### config.mk
export PLATFORM = sky130hd
export DESIGN_NAME = euler_result_drain_flat
export DESIGN_NICKNAME = d
export VERILOG_FILES = /design/src/rtl/euler_result_drain_if.sv /design/src/rtl/euler_result_drain.sv /design/src/flat_wrapper.sv
export SDC_FILE = /design/constraint.sdc
export NUM_CORES = 1
export LEC_CHECK = 0
export ABC_AREA = 1
export ABC_CLOCK_PERIOD_IN_PS = 4400
export CORE_MARGIN = 2
export CORE_UTILIZATION = 60
export CTS_CLUSTER_SIZE = 16
export DETAILED_ROUTE_END_ITERATION = 8
export DONT_BUFFER_PORTS = 1
export PLACE_DENSITY = 0.81
export SYNTH_ARGS = -nofsm -noshare
export SYNTH_HDL_FRONTEND = slang
export SYNTH_SLANG_ARGS = --single-unit
export TNS_END_PERCENT = 50
### constraint.sdc
create_clock -name clk_i -period 4.4 [get_ports clk_i]
set_clock_uncertainty 0.05 [all_clocks]
set_input_delay 0.44 -clock clk_i [delete_from_list [all_inputs] [get_ports clk_i]]
set_output_delay 0.44 -clock clk_i [all_outputs]
set_load 0.005 [all_outputs]
### src/rtl/euler_result_drain_if.sv
// rtl/euler_result_drain_if.sv - result word stream between the drain and its consumer
interface euler_result_drain_if #(
  parameter int DATA_SIZE = 16
) ();
  logic [DATA_SIZE-1:0] out_data;
  logic                 out_valid;
  logic                 out_ready;
  logic                 out_last;

  modport master (output out_data, output out_valid, output out_last, input out_ready);
  modport slave  (input out_data, input out_valid, input out_last, output out_ready);
endinterface

### src/rtl/euler_result_drain.sv
// rtl/euler_result_drain.sv - reads the solver result RAM back and streams it out through a 2-entry buffer
// Optional running sum of accepted words on checksum_o when DRAIN_CHECKSUM_EN is defined.
module euler_result_drain #(
  parameter int ADD_SIZE  = 16,
  parameter int DATA_SIZE = 16,
  parameter int MAX_DIM   = 6
) (
  input  logic                 clk_i,
  input  logic                 rst_ni,
  input  logic                 start_drain_i,
  input  logic [ADD_SIZE-1:0]  base_addr_i,
  input  logic [ADD_SIZE-1:0]  word_count_i,
  output logic                 rd_en_o,
  output logic [ADD_SIZE-1:0]  rd_addr_o,
  input  logic [DATA_SIZE-1:0] rd_data_i,
  euler_result_drain_if.master out_if,
  output logic                 busy_o,
  output logic                 done_o
`ifdef DRAIN_CHECKSUM_EN
  ,
  output logic [DATA_SIZE-1:0] checksum_o
`endif
);

  typedef enum logic [1:0] {IDLE, READ, FLUSH, FIN} state_e;

  localparam logic [ADD_SIZE-1:0] MAX_N = ADD_SIZE'(MAX_DIM);
  localparam logic [ADD_SIZE-1:0] ONE   = ADD_SIZE'(1);

  state_e               state_q;
  logic [ADD_SIZE-1:0]  base_q, n_q, issue_q, pop_idx_q;
  logic [DATA_SIZE-1:0] mem_q [2];
  logic                 wr_ptr_q, rd_ptr_q, pend_q;
  logic [1:0]           cnt_q;
  logic                 busy_q, done_q;

  logic                 pop;
  logic [1:0]           occ_d;
  logic                 rd_en;
  logic [ADD_SIZE-1:0]  n_req;

  // occ_d is the buffer occupancy after this cycle's capture and pop; a new read
  // may only be launched while it leaves a free slot for that read's data.
  assign pop     = out_if.out_valid && out_if.out_ready;
  assign occ_d   = cnt_q + {1'b0, pend_q} - {1'b0, pop};
  assign rd_en   = (state_q == READ) && (occ_d < 2'd2);
  assign n_req   = (word_count_i > MAX_N) ? MAX_N : word_count_i;

  assign rd_en_o   = rd_en;
  assign rd_addr_o = rd_en ? (base_q + issue_q) : '0;
  assign busy_o    = busy_q;
  assign done_o    = done_q;

  assign out_if.out_valid = (cnt_q != 2'd0);
  assign out_if.out_data  = mem_q[rd_ptr_q];
  assign out_if.out_last  = out_if.out_valid && (pop_idx_q == n_q - ONE);

`ifdef DRAIN_CHECKSUM_EN
  logic [DATA_SIZE-1:0] sum_q;
  assign checksum_o = sum_q;

  always_ff @(posedge clk_i or negedge rst_ni) begin
    if (!rst_ni) begin
      sum_q <= '0;
    end else if (state_q == IDLE && start_drain_i) begin
      sum_q <= '0;
    end else if (pop) begin
      sum_q <= sum_q + out_if.out_data;
    end
  end
`endif

  always_ff @(posedge clk_i or negedge rst_ni) begin
    if (!rst_ni) begin
      state_q   <= IDLE;
      base_q    <= '0;
      n_q       <= '0;
      issue_q   <= '0;
      pop_idx_q <= '0;
      mem_q[0]  <= '0;
      mem_q[1]  <= '0;
      wr_ptr_q  <= 1'b0;
      rd_ptr_q  <= 1'b0;
      pend_q    <= 1'b0;
      cnt_q     <= 2'd0;
      busy_q    <= 1'b0;
      done_q    <= 1'b0;
    end else begin
      if (pend_q) begin
        mem_q[wr_ptr_q] <= rd_data_i;
        wr_ptr_q        <= ~wr_ptr_q;
      end
      if (pop) begin
        rd_ptr_q  <= ~rd_ptr_q;
        pop_idx_q <= pop_idx_q + ONE;
      end
      cnt_q  <= occ_d;
      pend_q <= rd_en;
      done_q <= 1'b0;

      case (state_q)
        IDLE: begin
          if (start_drain_i) begin
            base_q    <= base_addr_i;
            n_q       <= n_req;
            issue_q   <= '0;
            pop_idx_q <= '0;
            if (n_req == '0) begin
              state_q <= FIN;
              done_q  <= 1'b1;
            end else begin
              state_q <= READ;
              busy_q  <= 1'b1;
            end
          end
        end
        READ: begin
          if (rd_en) begin
            issue_q <= issue_q + ONE;
            if (issue_q == n_q - ONE) state_q <= FLUSH;
          end
        end
        FLUSH: begin
          // Leave as the final word is handed over so done follows it by one cycle.
          if (occ_d == 2'd0) begin
            state_q <= FIN;
            busy_q  <= 1'b0;
            done_q  <= 1'b1;
          end
        end
        FIN: begin
          state_q <= IDLE;
        end
        default: state_q <= IDLE;
      endcase
    end
  end

endmodule

### src/flat_wrapper.sv
// flat-port wrapper written by rule: the top's interface ports become plain ports
module euler_result_drain_flat 
#(
  parameter int ADD_SIZE  = 16,
  parameter int DATA_SIZE = 16,
  parameter int MAX_DIM   = 6
)
  (clk_i, rst_ni, start_drain_i, base_addr_i, word_count_i, rd_en_o, rd_addr_o, rd_data_i, busy_o, done_o, out_if_out_data, out_if_out_valid, out_if_out_last, out_if_out_ready);
  euler_result_drain_if #(.DATA_SIZE(DATA_SIZE)) out_if_i ();
  input  logic clk_i;
  input  logic rst_ni;
  input  logic start_drain_i;
  input  logic [ADD_SIZE-1:0] base_addr_i;
  input  logic [ADD_SIZE-1:0] word_count_i;
  output logic rd_en_o;
  output logic [ADD_SIZE-1:0] rd_addr_o;
  input  logic [DATA_SIZE-1:0] rd_data_i;
  output logic busy_o;
  output logic done_o;
  output wire logic [$bits(out_if_i.out_data)-1:0] out_if_out_data;
  output wire logic [$bits(out_if_i.out_valid)-1:0] out_if_out_valid;
  output wire logic [$bits(out_if_i.out_last)-1:0] out_if_out_last;
  input wire logic [$bits(out_if_i.out_ready)-1:0] out_if_out_ready;
  assign out_if_out_data = out_if_i.out_data;
  assign out_if_out_valid = out_if_i.out_valid;
  assign out_if_out_last = out_if_i.out_last;
  assign out_if_i.out_ready = out_if_out_ready;
  euler_result_drain #(.ADD_SIZE(ADD_SIZE), .DATA_SIZE(DATA_SIZE), .MAX_DIM(MAX_DIM)) u_core (.clk_i(clk_i), .rst_ni(rst_ni), .start_drain_i(start_drain_i), .base_addr_i(base_addr_i), .word_count_i(word_count_i), .rd_en_o(rd_en_o), .rd_addr_o(rd_addr_o), .rd_data_i(rd_data_i), .out_if(out_if_i), .busy_o(busy_o), .done_o(done_o));
endmodule
# [Word level (Yosys, flattened, before mapping)]
# Cells that the tools add are included.
[totals] wordCells=80 output_inout_bits=37 reg_bits=105
[op_classes] order_cmp=5 add_sub_neg=6 mux=28 n_reduce_logical=14 n_bitwise=4 eq_ne=10
[op_table] operator="2-to-1 mux 16 bit" count=11
[op_table] operator="adder 16 x 1 -> 16 bit, second input constant" count=2
[op_table] operator="bitwise mux 32 bit" count=1
[op_table] operator="== test 16 bit" count=2
[op_table] operator="case mux 16 bit (2 select lines)" count=1
[op_table] operator="adder 16 bit" count=1
[op_table] operator="demux 16 bit (select 1 bit)" count=1
[op_table] operator="> comparator 16 x 3 -> 1 bit, second input constant" count=1
[op_table] operator="logical NOT 16 bit" count=1
[op_table] operator="subtractor 16 x 1 -> 16 bit, second input constant" count=1
[op_table] operator="2-to-1 mux 2 bit" count=5
[op_table] operator="case mux 2 bit (4 select lines)" count=1
[op_table] operator="AND reduction 4 bit" count=2
[op_table] operator="2-to-1 mux 1 bit" count=6
[op_table] operator="inequality test 2 bit, second input constant" count=3
[op_table] operator="nonzero test 2 bit" count=3
[op_table] operator="== test 2 bit, second input constant" count=2
[op_table] operator=">= comparator 2 bit, second input constant" count=2
[op_table] operator="logical AND 1 bit" count=4
[op_table] operator="logical NOT 2 bit" count=2
[op_table] operator="inequality test 2 x 1 -> 1 bit, second input constant" count=2
[op_table] operator="inverter 1 -> 2 bit" count=2
[op_table] operator="case mux 1 bit (2 select lines)" count=2
[op_table] operator="AND reduction 3 bit" count=1
[op_table] operator="7 further kinds" count=8

# [Depth between registers and ports, before layout]
[logic_depth] depth_word=7 ltp_mapped=16 mapped_depth_nobuf=16

# [Worst setup path before layout]
# OpenSTA, ideal clock, no wires.
[synth_path] kind="reg2out" startpoint="register u_core.cnt_q[1]" endpoint="output rd_addr_o[10]" stages_incl_launch_ff=14 slack_ps=1781 arrival_time_ps=2129 path_cell_list="dfrtp_1 -> nor2_1 -> inv_2 -> nand2_4 -> inv_2 -> ha_1 -> inv_1 -> ha_1 -> xnor2_1 -> xor2_1 -> nor2_1 -> buf_2 -> o21ai_0 -> a21oi_1"
[synth_via] elab_chain_len=6 word_cells_on_any_way=7
[synth_rtl] item="start, declared" line_no="euler_result_drain.sv:34" source="logic [1:0] cnt_q;"
[synth_rtl] item="start signal, assigned" line_no="euler_result_drain.sv:85" source="cnt_q <= 2'd0;"
[synth_rtl] item="start signal, assigned" line_no="euler_result_drain.sv:97" source="cnt_q <= occ_d;"
[synth_rtl] item="nonzero test 2 bit" line_no="euler_result_drain.sv:54" source="assign out_if.out_valid = (cnt_q != 2'd0);"
[synth_rtl] item="net out_if_out_valid" line_no="flat_wrapper.sv:21" source="output wire logic [$bits(out_if_i.out_valid)-1:0] out_if_out_valid;"
[synth_rtl] item="logical AND 1 bit" line_no="euler_result_drain.sv:44" source="assign pop = out_if.out_valid && out_if.out_ready;"
[synth_rtl] item="net u_core.pop" line_no="euler_result_drain.sv:37" source="logic pop;"
[synth_rtl] item="subtractor 2 x 1 -> 2 bit" line_no="euler_result_drain.sv:45" source="assign occ_d = cnt_q + {1'b0, pend_q} - {1'b0, pop};"
[synth_rtl] item="net u_core.occ_d[1]" line_no="euler_result_drain.sv:38" source="logic [1:0] occ_d;"
[synth_rtl] item="< comparator 2 bit" line_no="euler_result_drain.sv:46" source="assign rd_en = (state_q == READ) && (occ_d < 2'd2);"
[synth_rtl] item="logical AND 1 bit" line_no="euler_result_drain.sv:46"
[synth_rtl] item="net rd_en_o" line_no="flat_wrapper.sv:15" source="output logic rd_en_o;"
[synth_rtl] item="2-to-1 mux 16 bit" line_no="euler_result_drain.sv:50" source="assign rd_addr_o = rd_en ? (base_q + issue_q) : '0;"
[synth_rtl] item="end, declared" line_no="flat_wrapper.sv:16" source="output logic [ADD_SIZE-1:0] rd_addr_o;"
# The timed path passes the listed nets, and every way through them passes these cells.

# [Worst setup path in the final report]
[layout_path] startpoint="register u_core.issue_q[0]" endpoint="output rd_addr_o[12]"
[layout_via] elab_chain_len=2
[layout_rtl] item="start, declared" line_no="euler_result_drain.sv:31" source="logic [ADD_SIZE-1:0] base_q, n_q, issue_q, pop_idx_q;"
[layout_rtl] item="start signal, assigned" line_no="euler_result_drain.sv:119" source="issue_q <= issue_q + ONE;"
[layout_rtl] item="adder 16 bit" line_no="euler_result_drain.sv:50"
[layout_rtl] item="2-to-1 mux 16 bit" line_no="euler_result_drain.sv:50"
# Every way passes these cells.

==> flow_metrics.py <==
metrics = {
    "synthesis": {
        "synthDistinctLibCells": 36,
        "ys_top_cells_by_count": "283 x nand2_1, 105 x dfrtp_1, 102 x inv_1",
        "synth.avg_cell_area_um2": 7.136,
        "syn_nets": 969,
        "yosysSeqAreaShare": 0.4123,
        "async_flop_share": 1.000,
        "syn_area_um2": 6372,
        "synth_top_area_frac": 0.4123,
        "synth_warnings": 0,
        "yosysMostFrequentCell": "nand2_1",
        "synth_edf_count": 0,
        "synthCells": 893,
        "synth_ff_type": "dfrtp_1",
        "synth.largest_area_cell": "dfrtp_1",
        "ys_top_cells_by_area": "dfrtp_1 41%, nand2_1 17%, inv_1 6.0%",
        "yosys_register_bits": 105,
    },
    "grt": {
        "grt_pass1_wl_um": 23840,
        "antenna_found_initial": 0,
        "grt_usage": 0.2600,
        "grt_pass1_vias": 5195,
        "grt_max_degree": 106,
        "grt_overflow": 0,
    },
    "worst_hold_path": {
        "hold_class": "primary input to register",
    },
    "cts": {
        "clkSinkCount": 105,
        "cts-htree-levels": 3,
        "clockBufferDepth": 2,
        "cts_root_buffer": "clkbuf_8",
        "cts_resized": 0,
        "clk_pin_slew_ns": 0.12,
        "cts_made_buffers": 9,
        "clock_latency_ns": 0.37,
        "cts_tree": "yes",
    },
    "sta": {
        "max_slew_margin": 0.3802,
        "layout_min_cycle_time_ns": 3.213,
        "min_period_over_period": 0.7303,
        "rsz0062_at_grt": "no",
        "max_freq_mhz": 311.2,
        "setup_tns_ns": 0,
        "setup_viol": 0,
        "final_hold_viol_count": 0,
        "maxSlewViolCount": 0,
        "worst_pin_slew_ns": 0.9297,
    },
    "setup_path": {
        "critical_path.endpoint_type": "output pin",
        "arrival_ns": 2.72,
        "crit_type": "register to output pin",
        "worstPathRequired_ns": 3.91,
        "cp-start-kind": "register",
        "crit_fanout": 7,
    },
    "power_and_ir_drop": {
        "ir_worst_vdd_mv": 0.3621,
        "power_density_nw_per_um2": 509.4,
        "p_leak_nw": 3.459,
    },
    "routing": {
        "ant_nets": 0,
        "drc": 0,
        "wl_met3_um": 889,
        "dr.max_layer_used": "met4",
        "met1_length_um": 6423,
        "avgViaCountPerCell": 5.435,
        "met2_length_um": 6464,
        "wl_per_cell_um": 13.64,
        "drt_iter0_drc": 468,
        "wl_um": 14060,
        "via_count": 5603,
        "dr.pass1.iters": 5,
    },
    "final_layout": {
        "nets": 966,
        "fill_cells": 922,
        "multi_input_area_um2": 3266,
        "seq_area_um2": 2628,
        "syn_to_final_growth_pct": 5.733,
        "n_antenna_cell": 0,
        "finalInstanceArea_um2": 6738,
        "drive_gt1_frac": 0.04134,
    },
    "die": {
        "io_pins": 89,
        "die_area_um2": 11460,
        "start_util": 0.6173,
        "fp.dieW_um": 107.1,
        "rows": 37,
        "core-area_um2": 10320,
        "die_h_um": 107.1,
    },
    "placement": {
        "hpwl_um": 10490,
        "gp_congestion": 0.9395,
        "io_buffer_count": 0,
        "placed_area_um2": 6487,
    },
    "run_status": {
        "status": "finished, final reports clean",
    },
    "job": {
        "drv_cap": 0,
    },
}
## cell type report
type / count / share of cell area
inverters: 107 / 0.05961
flip-flops and latches: 105 / 0.3900
clock inverters: 7 / 0.01318
clock buffers: 9 / 0.01838
well taps: 136 / 0.02526
repair buffers: 5 / 0.008914
multi-input cells: 662 / 0.4847
## critical path, cell delays in order, from the launching register on
cell and delay [ns]:
dfrtp_1 0.49, ha_1 0.27, fa_1 0.40, nand2_1 0.07, inv_1 0.04, o21ai_0 0.14
nand2_1 0.10, inv_1 0.06, o21ai_0 0.19, a21o_1 0.25, nand3_1 0.07, nand2_1 0.06
nand2_1 0.06, nand2_1 0.04, nor2_1 0.12
## routing by layer
metal,up-vias,GRT usage
met5,-,0
met4,0,0.07421
met3,23,0.05046
met2,176,0.4191
met1,2551,0.3589
li1,2853,-
## per-stage QoR
stage                     hold slack [ns]  setup slack [ns]  power, mW    util  std cells
after floorplan                   0.09441             1.781      2.481       -        893
after global placement            0.09848             1.603      2.755  0.6284       1013
after detailed placement          0.09773             1.505      2.798  0.6284       1013
after CTS                          0.1050             1.173      3.445  0.6526       1031
after global routing              0.09298            0.8955      3.735  0.6526       1031
final                              0.1150             1.187      3.432  0.6526       1031
## cell families (layout without fill, tap and decap cells)
logic type	after synthesis	after routing	synth area share
and+or+nand+nor	475	475	0.3102
DFF	105	105	0.4123
xor gates and xnor gates	31	31	0.04261
buffers and inverters	126	128	0.07520
adders and majority gates	24	24	0.04830
AOI/OAI and AO/OA	132	132	0.1113
## registers in the layout (all words and copies together), names as in the netlist
register,cells
u_core.pend_q,1
u_core.state_q,2
u_core.issue_q,16
u_core.wr_ptr_q,1
u_core.mem_q,32
u_core.rd_ptr_q,1
u_core.base_q,16
u_core.n_q,16
u_core.pop_idx_q,16
u_core.cnt_q,2
u_core.busy_o,1
u_core.done_o,1
## final timing paths
| kind | from | endpoint | slack [ns] | cells after the start |
|---|---|---|---|---|
| min in group asynchronous | rst_ni | u_core.issue_q[8] | 0.61 | 2 |
| max in group asynchronous | rst_ni | u_core.n_q[0] | 3.27 | 2 |
| max | u_core.issue_q[0] | rd_addr_o[12] | 1.19 | 14 |
| max reg2reg | u_core.cnt_q[0] | u_core.issue_q[7] | 1.32 | 15 |
| min | base_addr_i[2] | u_core.base_q[2] | 0.11 | 2 |
| min reg2reg | u_core.base_q[10] | u_core.base_q[10] | 0.45 | 2 |
## repair_timing
item	4_1_cts	5_1_grt
hold buffers	2	0
buffers inserted	0	0
endpoints found under the hold margin	105	0
## where the power goes
| group | switching [mW] | total (mW) | internal, mW |
|---|---|---|---|
| clock | 0.394 | 0.630 | 0.235 |
| combinational | 0.916 | 1.35 | 0.433 |
| sequential | 0.203 | 1.45 | 1.25 |
| total | 1.51 | 3.43 | 1.92 |
## cells in the final DEF (no fill, tap or decap), types with 3 or more instances in the layout
| master | Yosys | final |
|---|---|---|
| nand3_1 | 53 | 53 |
| nor3_1 | 14 | 14 |
| nand4_1 | 9 | 9 |
| dfrtp_1 | 105 | 105 |
| o31ai_1 | 8 | 8 |
| clkbuf_8 | 0 | 9 |
| nor2_2 | 6 | 6 |
| nor4_1 | 7 | 7 |
| buf_4 | 1 | 3 |
| nor2_1 | 93 | 93 |
| nand2_1 | 283 | 283 |
| o21ai_0 | 71 | 71 |
| o21ai_1 | 3 | 3 |
| a21o_1 | 3 | 3 |
| a21oi_1 | 39 | 39 |
| ha_1 | 23 | 23 |
| inv_1 | 102 | 102 |
| xor2_1 | 26 | 26 |
| xnor2_1 | 5 | 5 |
| clkinv_1 | 3 | 3 |
(Power assumes the default switching activity.)
